File: src/rtl/rocketcpu_uart_pkg.sv
`default_nettype none
// ============================================================================
// rocketcpu_uart_pkg
// Shared constants and types for the UART transmit buffer.
// Rev 1.0
// ============================================================================
package rocketcpu_uart_pkg;

  localparam logic ADR_DATA   = 1'b0;
  localparam logic ADR_STATUS = 1'b1;

  localparam int ST_EMPTY   = 0;
  localparam int ST_FULL    = 1;
  localparam int ST_OVF     = 2;
  localparam int ST_CNT_LSB = 8;

  typedef enum logic [1:0] {
    DRAIN_IDLE = 2'd0,
    DRAIN_REQ  = 2'd1,
    DRAIN_GAP  = 2'd2
  } drain_state_e;

  function automatic logic [31:0] pack_status(input logic       empty,
                                              input logic       full,
                                              input logic       ovf,
                                              input logic [7:0] cnt);
    logic [31:0] word;
    word                   = '0;
    word[ST_EMPTY]         = empty;
    word[ST_FULL]          = full;
    word[ST_OVF]           = ovf;
    word[ST_CNT_LSB +: 8]  = cnt;
    return word;
  endfunction

endpackage
`default_nettype wire

File: src/rtl/rocketcpu_uart_txfifo_fifo.sv
`default_nettype none
// ============================================================================
// rocketcpu_fifo_sync
// Register-array synchronous FIFO with occupancy count and look-ahead count.
// Rev 1.0
// ============================================================================
module rocketcpu_fifo_sync #(
  parameter int WIDTH      = 8,
  parameter int DEPTH_LOG2 = 4
) (
  input  logic                  clk,
  input  logic                  rst_n,
  input  logic                  push,
  input  logic [WIDTH-1:0]      din,
  input  logic                  pop,
  output logic [WIDTH-1:0]      dout,
  output logic                  full,
  output logic                  empty,
  output logic [DEPTH_LOG2:0]   count,
  output logic [DEPTH_LOG2:0]   count_nxt
);

  localparam int                  DEPTH    = 1 << DEPTH_LOG2;
  localparam logic [DEPTH_LOG2:0] FULL_CNT = (DEPTH_LOG2 + 1)'(DEPTH);

  logic [WIDTH-1:0]      mem_q [DEPTH];
  logic [DEPTH_LOG2-1:0] wr_ptr_q, wr_ptr_d;
  logic [DEPTH_LOG2-1:0] rd_ptr_q, rd_ptr_d;
  logic [DEPTH_LOG2:0]   count_q, count_d;
  logic                  do_push, do_pop;

  assign full    = (count_q == FULL_CNT);
  assign empty   = (count_q == '0);
  assign do_push = push && !full;
  assign do_pop  = pop && !empty;

  always_comb begin
    wr_ptr_d = wr_ptr_q;
    rd_ptr_d = rd_ptr_q;
    count_d  = count_q;
    if (do_push) wr_ptr_d = wr_ptr_q + 1'b1;
    if (do_pop)  rd_ptr_d = rd_ptr_q + 1'b1;
    case ({do_push, do_pop})
      2'b10:   count_d = count_q + 1'b1;
      2'b01:   count_d = count_q - 1'b1;
      default: count_d = count_q;
    endcase
  end

  always_ff @(posedge clk or negedge rst_n) begin
    if (!rst_n) begin
      wr_ptr_q <= '0;
      rd_ptr_q <= '0;
      count_q  <= '0;
    end else begin
      wr_ptr_q <= wr_ptr_d;
      rd_ptr_q <= rd_ptr_d;
      count_q  <= count_d;
    end
  end

  // Storage needs no reset: dout is only consumed while the FIFO is non-empty.
  always_ff @(posedge clk) begin
    if (do_push) mem_q[wr_ptr_q] <= din;
  end

  assign dout      = mem_q[rd_ptr_q];
  assign count     = count_q;
  assign count_nxt = count_d;

endmodule
`default_nettype wire

File: src/rtl/rocketcpu_uart_txfifo.sv
`default_nettype none
// ============================================================================
// rocketcpu_uart_txfifo
// Wishbone-fed transmit FIFO with a drain master toward the UART data port.
// Rev 1.0
// ============================================================================
module rocketcpu_uart_txfifo
  import rocketcpu_uart_pkg::*;
#(
  parameter int DEPTH_LOG2 = 4
) (
  input  logic        i_wb_clk,
  input  logic        reset_n,
  input  logic        i_wb_adr,
  input  logic [31:0] i_wb_dat,
  input  logic [3:0]  i_wb_sel,
  input  logic        i_wb_we,
  input  logic        i_wb_cyc,
  output logic [31:0] o_wb_rdt,
  output logic        o_wb_ack,
  output logic [31:0] o_uart_dat,
  output logic [3:0]  o_uart_sel,
  output logic        o_uart_we,
  output logic        o_uart_cyc,
  input  logic        i_uart_ack,
  output logic        o_tx_empty
);

  logic                wb_ack_q,   wb_ack_d;
  logic [31:0]         wb_rdt_q,   wb_rdt_d;
  logic                ovf_q,      ovf_d;
  drain_state_e        state_q,    state_d;
  logic                uart_cyc_q, uart_cyc_d;
  logic [7:0]          uart_byte_q, uart_byte_d;
  logic                tx_empty_q, tx_empty_d;

  logic                fire, data_wr, status_clr, push, pop;
  logic [7:0]          fifo_head;
  logic                fifo_full, fifo_empty;
  logic [DEPTH_LOG2:0] fifo_count, fifo_count_nxt;
  logic [31:0]         status_word;
  logic                unused_ok;

  assign fire       = i_wb_cyc && !wb_ack_q;
  assign data_wr    = fire && i_wb_we && (i_wb_adr == ADR_DATA) && i_wb_sel[0];
  assign status_clr = fire && i_wb_we && (i_wb_adr == ADR_STATUS) && i_wb_dat[ST_OVF];
  // Full is sampled before any same-cycle pop, so a write while full is dropped.
  assign push       = data_wr && !fifo_full;
  assign pop        = (state_q == DRAIN_REQ) && i_uart_ack;

  rocketcpu_fifo_sync #(
    .WIDTH      (8),
    .DEPTH_LOG2 (DEPTH_LOG2)
  ) u_fifo (
    .clk       (i_wb_clk),
    .rst_n     (reset_n),
    .push      (push),
    .din       (i_wb_dat[7:0]),
    .pop       (pop),
    .dout      (fifo_head),
    .full      (fifo_full),
    .empty     (fifo_empty),
    .count     (fifo_count),
    .count_nxt (fifo_count_nxt)
  );

  assign status_word = pack_status(fifo_empty, fifo_full, ovf_q, 8'(fifo_count));

  always_comb begin
    wb_ack_d = i_wb_cyc && !wb_ack_q;
    wb_rdt_d = wb_rdt_q;
    if (fire) begin
      wb_rdt_d = (!i_wb_we && (i_wb_adr == ADR_STATUS)) ? status_word : 32'd0;
    end
    ovf_d = ovf_q;
    if (status_clr) begin
      ovf_d = 1'b0;
    end else if (data_wr && fifo_full) begin
      ovf_d = 1'b1;
    end
  end

  always_comb begin
    state_d     = state_q;
    uart_cyc_d  = uart_cyc_q;
    uart_byte_d = uart_byte_q;
    case (state_q)
      DRAIN_IDLE: begin
        if (!fifo_empty) begin
          uart_byte_d = fifo_head;
          uart_cyc_d  = 1'b1;
          state_d     = DRAIN_REQ;
        end
      end
      DRAIN_REQ: begin
        if (i_uart_ack) begin
          uart_cyc_d = 1'b0;
          state_d    = DRAIN_GAP;
        end
      end
      // The UART's registered ack may still be high here; ignore it.
      DRAIN_GAP: begin
        state_d = DRAIN_IDLE;
      end
      default: begin
        uart_cyc_d = 1'b0;
        state_d    = DRAIN_IDLE;
      end
    endcase
    tx_empty_d = (fifo_count_nxt == '0) && (state_d == DRAIN_IDLE);
  end

  always_ff @(posedge i_wb_clk or negedge reset_n) begin
    if (!reset_n) begin
      wb_ack_q    <= 1'b0;
      wb_rdt_q    <= 32'd0;
      ovf_q       <= 1'b0;
      state_q     <= DRAIN_IDLE;
      uart_cyc_q  <= 1'b0;
      uart_byte_q <= 8'd0;
      tx_empty_q  <= 1'b1;
    end else begin
      wb_ack_q    <= wb_ack_d;
      wb_rdt_q    <= wb_rdt_d;
      ovf_q       <= ovf_d;
      state_q     <= state_d;
      uart_cyc_q  <= uart_cyc_d;
      uart_byte_q <= uart_byte_d;
      tx_empty_q  <= tx_empty_d;
    end
  end

  assign o_wb_ack   = wb_ack_q;
  assign o_wb_rdt   = wb_rdt_q;
  assign o_uart_cyc = uart_cyc_q;
  assign o_uart_we  = uart_cyc_q;
  assign o_uart_sel = {3'b000, uart_cyc_q};
  assign o_uart_dat = {24'd0, uart_byte_q};
  assign o_tx_empty = tx_empty_q;

  assign unused_ok = ^{i_wb_dat[31:8], i_wb_sel[3:1]};

endmodule
`default_nettype wire

File: config.mk
export PLATFORM = sky130hd
export DESIGN_NAME = rocketcpu_uart_txfifo
export DESIGN_NICKNAME = d
export VERILOG_FILES = /design/src/rtl/rocketcpu_uart_pkg.sv /design/src/rtl/rocketcpu_uart_txfifo_fifo.sv /design/src/rtl/rocketcpu_uart_txfifo.sv
export SDC_FILE = /design/constraint.sdc
export NUM_CORES = 1
export LEC_CHECK = 0
export CORE_MARGIN = 1.5
export CORE_UTILIZATION = 40
export CTS_BUF_LIST = sky130_fd_sc_hd__clkbuf_16
export DETAILED_ROUTE_END_ITERATION = 8
export HOLD_SLACK_MARGIN = 0.05
export PLACE_DENSITY = 0.69
export SKIP_CTS_REPAIR_TIMING = 1
export SLEW_MARGIN = 20
export SYNTH_ARGS = -nofsm -noshare
export SYNTH_HDL_FRONTEND = slang
export SYNTH_SLANG_ARGS = --single-unit
File: constraint.sdc
create_clock -name i_wb_clk -period 6.04 [get_ports i_wb_clk]
set_input_delay 0.604 -clock i_wb_clk [delete_from_list [all_inputs] [get_ports i_wb_clk]]
set_output_delay 0.604 -clock i_wb_clk [all_outputs]
set_load 0.01 [all_outputs]
## Yosys cells after proc, flatten, opt, wreduce, memory -nomap -nowiden

Memories as Yosys holds them, arrays and structs flattened. A register that Yosys moved wholly into a read port is not among the register bits.
Cells that the tools add are included.

- Multiplexer cells: 12
- Reduce and logical (&&, ||, !) cells: 25
- Eq/ne operators: 7
- Add/subtract/negate cells: 4
- Bitwise logic cells: 3

Operators by type and width:

| kind | number |
|---|---|
| $logic_and A1 B1 Y1 | 13 |
| $mux W13 | 1 |
| $logic_not A5 Y1 | 2 |
| $pmux W5 S2 | 1 |
| $add A4 B1 Y4 const B | 2 |
| $mux W1 | 6 |
| $add A5 B1 Y5 const B | 1 |
| $eq A5 B5 Y1 const B | 1 |
| $logic_not A1 Y1 | 5 |
| $sub A5 B1 Y5 const B | 1 |
| $eq A2 B1 Y1 const B | 2 |
| $eq A2 B2 Y1 const B | 2 |
| $logic_not A2 Y1 | 2 |
| $mux W2 | 2 |
| $ne A2 B2 Y1 const B | 2 |
| $pmux W2 S2 | 1 |
| $not A1 Y1 | 3 |
| $pmux W1 S3 | 1 |
| $reduce_and A3 Y1 | 1 |
| $reduce_and A2 Y1 | 1 |
| $reduce_bool A2 Y1 | 1 |

- Memories kept: 1
- Flip-flop bits (word level): 51
- Input port bits: 42
- Memory bits (writable): 128
- Output and inout bits: 72
- Word-level logic and storage cells: 61

Memories:

| memory | words | bits a word | rd ports | clocked after memory_dff | wr ports | RTL line | text |
|---|---|---|---|---|---|---|---|
| u_fifo.mem_q | 16 | 8 | 1 | 1 | 1 | rocketcpu_uart_txfifo_fifo.sv:26 | `logic [WIDTH-1:0] mem_q [DEPTH];` |

## Longest topological paths before layout

Gate-level depths: netlist of the first run.

- Word-level depth: 11
- Depth in mapped cells: 13
- Gate-level depth less buffers: 11

## By module

Synthesis of the first run repeated with hierarchy kept, for this count alone.

- Cell total of the unflattened synthesis: 434
- Area total of the unflattened synthesis: 6974.2 um^2

By module, submodules not included:

| module | times used | area an instance (um^2) | sequential area each (um^2) | cells each |
|---|---|---|---|---|
| rocketcpu_fifo_sync | 1 | 5725.5 | 4169.0 | 319 |
| rocketcpu_uart_txfifo | 1 | 1248.7 | 551.8 | 115 |

## Least setup slack after synthesis of the first run

Ideal clock, no wire load.

- Path kind: input to register
- From: input i_wb_cyc
- To: register tx_empty_q (netlist: o_tx_empty)
- Arrival time: 2.686 ns
- Slack: 3.264 ns
- Stages: 11
- Required time: 5.950 ns
- Path buffers: 2
- Path through: nand2b_1 -> nor3_1 -> and2_1 -> clkbuf_1 -> inv_1 -> ha_1 -> clkbuf_1 -> mux2_2 -> nor3b_1 -> o41ai_1 -> nor4_2

- Word-level cells in the longest chain between the ends: 10
- Elaborated cells between the ends (all ways): 11

RTL lines:

| element | RTL line | text |
|---|---|---|
| from (decl) | rocketcpu_uart_txfifo.sv:18 | `input logic i_wb_cyc,` |
| $logic_and A1 B1 Y1 (*) | rocketcpu_uart_txfifo.sv:44 | `assign fire = i_wb_cyc && !wb_ack_q;` |
| $logic_and A1 B1 Y1 (*) (3 in a row) | rocketcpu_uart_txfifo.sv:45 | `assign data_wr = fire && i_wb_we && (i_wb_adr == ADR_DATA) && i_wb_sel[0];` |
| $logic_and A1 B1 Y1 (*) | rocketcpu_uart_txfifo.sv:48 | `assign push = data_wr && !fifo_full;` |
| $logic_and A1 B1 Y1 (*) | rocketcpu_uart_txfifo_fifo.sv:34 | `assign do_push = push && !full;` |
| $eq A2 B1 Y1 or $eq A2 B2 Y1 (tied branches) | rocketcpu_uart_txfifo_fifo.sv:43 | `case ({do_push, do_pop})` |
| $pmux W5 S2 (*) | rocketcpu_uart_txfifo_fifo.sv:43 |  |
| named net fifo_count_nxt[1] | rocketcpu_uart_txfifo.sv:40 | `logic [DEPTH_LOG2:0] fifo_count, fifo_count_nxt;` |
| $logic_not A5 Y1 (*) | rocketcpu_uart_txfifo.sv:110 | `tx_empty_d = (fifo_count_nxt == '0) && (state_d == DRAIN_IDLE);` |
| $logic_and A1 B1 Y1 (*) | rocketcpu_uart_txfifo.sv:110 |  |
| named net tx_empty_d | rocketcpu_uart_txfifo.sv:35 | `logic tx_empty_q, tx_empty_d;` |
| to (signal assigned) | rocketcpu_uart_txfifo.sv:129 | `tx_empty_q <= tx_empty_d;` |
| to (decl) | rocketcpu_uart_txfifo.sv:35 |  |

The timed path passes the listed nets; every way through them passes the cells marked *.
A chain may end at the register's enable or synchronous reset.

## Worst setup path in the final report of the first run

Ends and elaborated chain as after synthesis.

==> results of run 1 <==
[path summary, 6_finish.rpt]
kind	endpoint	slack, ns	start	cells after the start
setup / recovery	o_tx_empty	2.70	i_wb_cyc	11
setup reg to reg	o_tx_empty	2.89	u_fifo.count[1]	10
min in group i_wb_clk	o_wb_rdt[1]	0.51	o_wb_rdt[1]	1
hold reg to reg	o_wb_rdt[1]	0.51	o_wb_rdt[1]	1
hold / removal	o_wb_rdt[0]	0.28	reset_n	1
max in group asynchronous	u_fifo.rd_ptr_q[0]	5.20	reset_n	1
[layout by cell type, fill, tap and decap left out, types with 2 or more instances in the layout]
master,instances
nand2b_1,2
edfxtp_1,128
xnor2_1,9
nor4_1,2
clkinv_4,3
a22o_1,7
mux4_2,40
nor3b_1,5
inv_6,2
nor4_2,5
inv_1,11
nor2_1,6
conb_1,51
nand2_1,10
inv_8,3
clkinvlp_4,3
buf_4,6
and3_1,5
ha_1,7
o31ai_1,2
dfrtp_1,33
nor3_1,3
and2_1,5
clkbuf_16,17
nand3_1,2
mux2_2,9
o21ai_0,2
clkdlybuf4s50_1,34
a21oi_1,4
nand4_1,2
[flip-flops by register name, indices dropped and copies added, names as in the netlist]
signal and count:
ovf_q 1, o_tx_empty 1, u_fifo.mem_q 128, u_fifo.wr_ptr_q 4
state_q 2, o_wb_ack 1, o_uart_cyc 1, o_wb_rdt 8
uart_byte_q 8, u_fifo.count 5, u_fifo.rd_ptr_q 4
[worst max-delay path: cells and delay by family]
kind	cells	cell delay (ns)
AND/OR/NAND/NOR	6	1.55
buffers and inverters	2	0.69
adder cells (fa/ha/maj)	1	0.46
AO/OA/AOI/OAI	2	0.34
[final cells by class]
type                            count  area, um2  area share (%)
Sequential cell                   163       4720            59.3
Multi-Input combinational cell    202       1970            24.7
Clock buffer                       17        425            5.35
Timing Repair Buffer               41        390            4.91
Tap cell                          225        282            3.54
Clock inverter                     15        129            1.62
Inverter                           11       43.8           0.550
[per-layer routing]
metal / global-route usage, % / vias up / share of wire [%]
met2: 25.4 / 118 / 53
li1: - / 1528 / -
met4: 5.85 / 0 / 1.7
met5: 0 / - / 0
met1: 19.2 / 1782 / 41
met3: 3.25 / 17 / 3.9
[kinds of logic after synthesis]
logic type	share of synthesized area, %
flip-flops	67.4
XOR/XNOR	1.13
other	0.0536
multiplexers	14.3
adder cells (fa/ha/maj)	1.25
AO/OA/AOI/OAI	3.50
buffers and inverters	7.51
AND/OR/NAND/NOR	4.79
[stage by stage]
step,utilization [%],total power (uW),instances
floorplan,-,2160,447
global placement,43.1,2370,642
detailed placement,43.1,2400,642
CTS,46.3,3390,674
global route,46.3,3530,674
finish,46.3,3360,674
[power groups by stage]
stage	clock network, uW	registers (uW)	logic, uW
floorplan	0	1400	756
CTS	1010	1490	886
detailed placement	0	1510	883
global placement	0	1510	864
finish	1000	1490	874
global route	1060	1510	954
==> impl_results.md, run 1 <==
* Synth Register Bits at 163
* # IOs at 114
* Antenna viol nets, final at 0
* Power per Cell Area at 423 mW/mm2
* Max-slew violations at 0
* WP data arrival at 3.67 ns
* Setup TNS at 0 ns
* Cell with the most instances after synthesis: edfxtp_1
* Htree depth at 4
* Via count at 3445
* Setup WS pre-CTS at 2.30 ns
* Max Clk Rate at 299 MHz
* Via density at 5.11
* Peak VDD IR at 222 uV
* Clk sinks at 163
* Yosys top cell area share at 54.9%
* Clock tree buffer depth at 2
* Pin count of the biggest net entering global routing at 36
* Area of the die at 0.0183 mm2
* Post-synth top cells: 128 x edfxtp_1, 54 x buf_4, 40 x mux4_2, 34 x dfrtp_1, 11 x clkbuf_1
* Avg WL per Cell at 19.1 um
* Number of synthesis warnings at 0
* Total Routed Length at 12800 um
* Core area at 0.0172 mm2
* Final HPWL DP at 8070 um
* Antenna diodes at 0
* Final instance area at 0.00796 mm2
* Data required, critical path at 6.37 ns
* Period minus WS final at 3.34 ns
* Top post-synthesis cells by area: edfxtp_1 55%, mux4_2 13%, dfrtp_1 12%
* DR DRC count at 0
* Max-slew headroom at 33.4%
* Crit Path Category: input pin to register
* Chip Width at 135 um
* GP Congestion at 0.775
* Number of global-route vias before repair at 3387
* Total CTS buffers at 17
* Latest clock arrival within the worst-skew pair at 0.42 ns
* Outcome: completed
* Switching Fraction at 30.1%
* Critical Path Fanout Max at 12
* Nets at 485
* Starting Density at 40.7%
* First-pass GRT wire length at 19900 um
* Netlist cell types at 54
* Crit path cell chain: clkdlybuf4s50_1 -> nand2b_1 -> nor3_1 -> and2_1 -> inv_1 -> ha_1 -> nor3_1 -> o21ai_0 -> or4_1 -> o2111ai_1 -> nor4_2
* Initial antenna violation count at 0
* Crit path top cell by count: nor3_1
* Clock share of power at 29.7%
* Sequential fraction of design power at 44.3%
* Final-layout fill cell count at 1457
* Ys flop type: edfxtp_1
* Total of max-cap violations at 0
* Leak pwr at 0.00276 uW
* Final setup margin at 2.70 ns
* Worst setup EP type: register
* CTS root buffer: clkbuf_16
* Async SR Flop Fraction at 21.5%
* Final setup vio count at 0
* Tcrit/Tclk final at 55.3%
* Crit start category: input pin
* Area growth from synthesis to layout at 13.7%
* Pre-Repair DR Iteration Count at 4
* Synthesized area at 0.00700 mm2
* EDFF count, synth at 128
* Final hold vios at 0
* Switching power at 1010 uW
* Seq/Total Area, Yosys at 67.4%
* Biggest area consumer among synthesized cells: edfxtp_1
* Gr usage total at 15.1%
* CP max stage delay at 0.47 ns
* Gate power share at 26.0%
* Post-Place Cell Area at 0.00740 mm2
* Worst-path clk slew at 0.06 ns
* Mean Syn Cell Area at 17.6 um2
* Port bufs at 35
* Worst clock skew at 0.0126 ns
* Internal at 2350 uW
* Cells after Synth at 397
* RSZ-0062 raised after global routing: no
* Share of post-route cells with drive strength above 1 at 22.3%
* Iter 0 DRT Violations at 218
* HP Class: input pin to async pin
* Critical path's slowest cell: clkdlybuf4s50_1
* Min Hold Slack at 0.281 ns
* CTS tree: built
* Row count at 48
* Least-Margin Pin Slew at 0.995 ns
* GRT overflow at 0
* Die Y at 135 um
Power figures use the tool's default switching activity.
==> inputs of run 2 (changes only) <==
- PLACE_DENSITY: 0.69 -> 0.71
- clock period: 6.04 -> 2.76 ns (I/O delays scaled with it)
==> impl_results.md, run 2 (synthesis results as in run 1) <==
* Data required, critical path at 3.08 ns (-3.29 ns)
* Outcome: completed
* Peak VDD IR at 471 uV (+110%)
* Post-Place Cell Area at 0.00760 mm2 (+2.7%)
* Pre-Repair DR Iteration Count at 4 (unchanged)
* CTS root buffer: clkbuf_16
* Commonest non-fill, non-tap cell in the layout: edfxtp_1
* Critical R2R Launch: u_fifo.count[2]
* Max Clk Rate at 367 MHz
* GRT overflow at 0 (unchanged)
* Via count at 3583 (+4.0%)
* Iter 0 DRT Violations at 237 (+8.7%)
* Area growth from synthesis to layout at 17.4%
* Clock share of power at 27.9% (-1.8 points)
* Switching power at 2270 uW (+120%)
* Initial antenna violation count at 0 (unchanged)
* Crit path buf inv count at 1 (-1)
* First-pass GRT wire length at 19900 um (about the same)
* Total Routed Length at 12900 um (+0.44%)
* Row count at 48 (unchanged)
* Worst-path clk slew at 0.06 ns (about the same)
* Power per Cell Area at 921 mW/mm2 (+120%)
* Latest clock arrival within the worst-skew pair at 0.41 ns (about the same)
* Max reg flops at 128 (unchanged)
* Gate power share at 30.6% (+4.6 points)
* Final setup vio count at 0 (unchanged)
* Final hold vios at 0 (unchanged)
* Core area at 0.0172 mm2 (unchanged)
* Avg WL per Cell at 18.2 um (-4.4%)
* Setup TNS at 0 ns (unchanged)
* Starting Density at 40.7% (unchanged)
* Max-slew headroom at 47.8% (+14 points)
* Pin count of the biggest net entering global routing at 36 (unchanged)
* Via density at 5.06 (-0.99%)
* Sequential fraction of design power at 41.5% (-2.8 points)
* Critical path origin: u_fifo.count[2]
* Htree depth at 4 (unchanged)
* Final instance area at 0.00822 mm2 (+3.3%)
* Worst reg-to-reg setup slack at 0.03 ns (-2.86 ns)
* Port bufs at 35 (unchanged)
* RSZ-0062 raised after global routing: yes
* Crit start category: register
* WP data arrival at 3.05 ns (-0.62 ns)
* Delay-heaviest family, CP: simple AND/OR/NAND/NOR gates
* Worst clock skew at 0.00909 ns (-0.00354 ns)
* Antenna viol nets, final at 0 (unchanged)
* Final HPWL DP at 8500 um (+5.3%)
* DR DRC count at 0 (unchanged)
* Critical Path Fanout Max at 6 (-6)
* Critical path's slowest cell: or4_4
* Gr usage total at 14.8% (-0.26 points)
* Total CTS buffers at 17 (unchanged)
* Die Y at 135 um (unchanged)
* Tcrit/Tclk final at 98.8%
* Total power at 7570 uW (+130%)
* Switching Fraction at 29.9% (-0.21 points)
* Commonest cells after routing, fill and taps aside: 128 x edfxtp_1, 51 x conb_1, 40 x mux4_2
* Area of the die at 0.0183 mm2 (unchanged)
* HP Class: input pin to async pin
* Max-slew violations at 0 (unchanged)
* Number of global-route vias before repair at 3516 (+3.8%)
* Nets at 519 (+7.0%)
* Antenna diodes at 0 (unchanged)
* Total of max-cap violations at 0 (unchanged)
* Least-Margin Pin Slew at 0.783 ns (-0.212 ns)
* Clock tree buffer depth at 2 (unchanged)
* CP max stage delay at 0.58 ns (+0.11 ns)
* CTS tree: built
* Top reg by flops: u_fifo.mem_q
* Leak pwr at 0.00292 uW (+6.1%)
* Chip Width at 135 um (unchanged)
* Clk sinks at 163 (unchanged)
* Worst setup EP type: register
* # IOs at 114 (unchanged)
* Crit Path Category: register to register
* Internal at 5310 uW (+130%)
* Period minus WS final at 2.73 ns
* GP Congestion at 0.812 (+4.8%)
* Crit path cell chain: or4_4 -> o21ai_4 -> inv_4 -> nand2_4 -> xnor2_2 -> ha_2 -> nand4b_1 -> a21o_1 -> o211ai_1 -> o2111ai_2 -> nor4_2
* Share of post-route cells with drive strength above 1 at 28.0% (+5.7 points)
run 2: path summary, 6_finish.rpt:
path / cells past startpoint / to
setup reg to reg: 11 / o_tx_empty
hold / removal: 2 / o_wb_rdt[12]
max in group asynchronous: 2 / u_fifo.rd_ptr_q[0]
min in group i_wb_clk: 2 / state_q[0]
setup / recovery: 11 / o_tx_empty
hold reg to reg: 1 / uart_byte_q[5]
run 2: metal layers:
metal | part of all wire (%) | GRT usage [%] | vias up
met5 | 0 | 0 | -
li1 | - | - | 1587
met2 | 51 | 24.0 | 138
met3 | 5.6 | 2.69 | 10
met4 | 1.1 | 5.73 | 0
met1 | 42 | 20.0 | 1848
run 2: area by class of cell:
type / instances / area (um2)
clock buffers: 17 / 425
clock inverters: 15 / 110
fillers: 1422 / 8960
inverters: 11 / 43.8
multi-input cells: 202 / 1980
flip-flops and latches: 163 / 4720
well taps: 225 / 282
repair buffers: 75 / 661
run 2: per-stage QoR:
step / worst slack [ns] / hold WS (ns) / std cells / util, %
5_1_grt: -0.112 / 0.521 / 708 / 47.9
3_5_place_dp: -0.103 / 0.396 / 670 / 44.3
2_1_floorplan: 0.0129 / -0.0196 / 447 / -
4_1_cts: -0.0164 / -0.0419 / 702 / 47.4
3_3_place_gp: -0.0138 / 0.382 / 670 / 44.3
6_report: 0.0325 / 0.488 / 708 / 47.9
run 2: power groups by stage:
stage | clock network (uW) | logic, uW | registers (uW)
3_5_place_dp | 0 | 2240 | 3200
4_1_cts | 2140 | 2260 | 3150
5_1_grt | 2240 | 2500 | 3190
2_1_floorplan | 0 | 1650 | 3070
3_3_place_gp | 0 | 2160 | 3190
6_report | 2110 | 2320 | 3140
==> inputs of run 3 (changes only) <==
- ABC_AREA: unset -> 1
- PLACE_DENSITY: 0.71 -> 0.69
- clock period: 2.76 -> 3.31 ns (I/O delays scaled with it)
==> impl_results.md, run 3 <==
* Final setup vio count at 0 (unchanged)
* Top post-synthesis cells by area: edfxtp_1 54%, dfrtp_1 12%, buf_4 5.6%
* Clk sinks at 163 (unchanged)
* WP data arrival at 2.74 ns (-0.31 ns)
* Total of max-cap violations at 0 (unchanged)
* Seq/Total Area, Yosys at 66.9% (-0.56 points)
* Cells on worst reg2reg path at 16 (+5)
* Total Routed Length at 14100 um (+9.0%)
* Number of global-route vias before repair at 4224 (+20%)
* First-pass GRT wire length at 22300 um (+12%)
* Initial antenna violation count at 0 (unchanged)
* Max-slew violations at 0 (unchanged)
* # IOs at 114 (unchanged)
* Gr usage total at 16.3% (+1.5 points)
* Via density at 5.03 (-0.63%)
* Antenna diodes at 0 (unchanged)
* Synthesized area at 0.00706 mm2 (+0.84%)
* RR Endpoint: o_tx_empty
* Iter 0 DRT Violations at 307 (+30%)
* DR DRC count at 0 (unchanged)
* CTS tree: built
* Htree depth at 4 (unchanged)
* Row count at 48 (unchanged)
* CTS root buffer: clkbuf_16
* Switching Fraction at 35.8% (+5.9 points)
* Final HPWL DP at 9140 um (+7.5%)
* Avg WL per Cell at 16.1 um (-11%)
* Worst-path clk slew at 0.06 ns (about the same)
* Top reg by flops: u_fifo.mem_q
* Area of the die at 0.0185 mm2 (+0.82%)
* HP Class: input pin to async pin
* Commonest non-fill, non-tap cell in the layout: edfxtp_1
* Power per Cell Area at 801 mW/mm2 (-13%)
* Gate power share at 31.7% (+1.1 points)
* Worst setup EP type: register
* Worst reg-to-reg setup slack at 0.92 ns (+0.89 ns)
* Least-Margin Pin Slew at 0.887 ns (+0.104 ns)
* Max Clk Rate at 419 MHz (+14%)
* Mean Syn Cell Area at 12.0 um2 (-32%)
* EDFF count, synth at 128 (unchanged)
* Crit start category: register
* Setup TNS at 0 ns (unchanged)
* Max-slew headroom at 40.9% (-6.9 points)
* Nets at 683 (+32%)
* Internal at 4150 uW (-22%)
* Via count at 4385 (+22%)
* Critical Path Fanout Max at 11 (+5)
* Post-Place Cell Area at 0.00752 mm2 (-1.1%)
* Async SR Flop Fraction at 21.5% (unchanged)
* Period minus WS final at 2.39 ns (-0.342 ns)
* Biggest area consumer among synthesized cells: edfxtp_1
* Post-synth top cells: 128 x edfxtp_1, 96 x nor2_1, 61 x o21ai_0, 53 x buf_4, 39 x nand2_1
* Peak VDD IR at 557 uV (+18%)
* Area growth from synthesis to layout at 14.4%
* Sequential fraction of design power at 39.7% (-1.8 points)
* Cells after Synth at 589 (+48%)
* Core area at 0.0173 mm2 (+0.70%)
* Chip Width at 136 um (+0.41%)
* Tcrit/Tclk final at 72.1% (-27 points)
* Min Hold Slack at 0.0288 ns (-0.459 ns)
* Commonest cells after routing, fill and taps aside: 128 x edfxtp_1, 96 x nor2_1, 61 x o21ai_0
* Clock share of power at 28.6% (+0.7 points)
* Cell with the most instances after synthesis: edfxtp_1
* Netlist cell types at 35 (-35%)
* Leak pwr at 0.00294 uW (+0.61%)
* Final instance area at 0.00808 mm2 (-1.7%)
* Critical R2R Launch: o_wb_ack
* Pin count of the biggest net entering global routing at 67 (+86%)
* Latest clock arrival within the worst-skew pair at 0.42 ns (about the same)
* Setup crit end: o_tx_empty
* Synth Register Bits at 163 (unchanged)
* Crit Path Category: register to register
* Port bufs at 35 (unchanged)
* Worst clock skew at 0.0159 ns (+0.00685 ns)
* Starting Density at 40.8% (+0.057 points)
* RSZ-0062 raised after global routing: no
* Critical path origin: o_wb_ack
* Share of post-route cells with drive strength above 1 at 11.3% (-17 points)
* Switching power at 2320 uW (+2.3%)
* Data required, critical path at 3.66 ns (+0.58 ns)
* Clock tree buffer depth at 2 (unchanged)
* Outcome: completed
* Total CTS buffers at 17 (unchanged)
* Final hold vios at 0 (unchanged)
* Antenna viol nets, final at 0 (unchanged)
* Max reg flops at 128 (unchanged)
* Yosys top cell area share at 54.5% (-0.46 points)
* Number of synthesis warnings at 0 (unchanged)
* Die Y at 136 um (+0.41%)
* Pre-Repair DR Iteration Count at 4 (unchanged)
* GRT overflow at 0 (unchanged)
* Ys flop type: edfxtp_1
* GP Congestion at 0.875 (+7.8%)
[run 3: metrics by stage]
step	total power, uW	instances	utilization, %	worst slack, ns
6_report	6470	872	46.7	0.924
5_1_grt	6850	872	46.7	0.731
4_1_cts	6520	872	46.7	0.905
3_5_place_dp	4650	840	43.5	0.545
3_3_place_gp	4560	840	43.5	0.578
2_1_floorplan	4050	639	-	1.28
[run 3: power groups by stage]
stage | Clock [uW] | Combinational, uW | Sequential (uW)
4_1_cts | 1890 | 2060 | 2570
5_1_grt | 1980 | 2280 | 2590
3_5_place_dp | 0 | 2040 | 2610
2_1_floorplan | 0 | 1460 | 2590
6_report | 1850 | 2050 | 2570
3_3_place_gp | 0 | 1960 | 2600
[run 3: critical path, cell delays in order (launching register included)]
cell and delay (ns):
dfrtp_1 0.38, inv_1 0.05, nand2_1 0.20, nor2_2 0.25, nand2_4 0.13, nand2_4 0.11, nand2_1 0.05, nand2_1 0.07
inv_1 0.06, ha_1 0.27, nand2_1 0.07, o21ai_0 0.11, nor3b_1 0.20, nand2_1 0.08, nor2_2 0.10, nand3_1 0.09
nor2_2 0.08
[run 3: layout make-up]
class / instances / area (um2)
Inverter: 27 / 106
Tap cell: 225 / 282
Multi-Input combinational cell: 370 / 1910
Clock buffer: 17 / 425
Clock inverter: 15 / 133
Sequential cell: 163 / 4720
Timing Repair Buffer: 55 / 495
Fill cell: 1554 / 9220
[run 3: how the worst min path moves through the flow]
stage	from	to	slack, ns
after floorplan	reset_n	o_uart_cyc	0.04
after global placement	o_wb_rdt[1]	o_wb_rdt[1]	0.46
after detailed placement	o_wb_rdt[0]	o_wb_rdt[0]	0.48
after CTS	reset_n	o_wb_rdt[10]	0.05
after global routing	reset_n	uart_byte_q[1]	0.07
final	reset_n	uart_byte_q[1]	0.03
[run 3: per-layer routing]
metal	track usage (%)	share of wire, %	up-vias
met2	28.5	50	172
met3	3.77	6.7	14
met4	4.90	1.1	0
li1	-	-	2099
met1	20.2	42	2100
met5	0	0	-
[run 3: kinds of logic (layout without fill, tap and decap cells)]
group | after synthesis | in the layout | share of synthesized area, %
simple gates | 173 | 173 | 11.0
flops | 163 | 163 | 66.9
buf+inv | 106 | 114 | 8.65
fa+ha+maj | 7 | 7 | 1.24
compound gates | 133 | 133 | 11.4
xor+xnor | 6 | 6 | 0.745
other cells | 1 | 51 | 0.0531
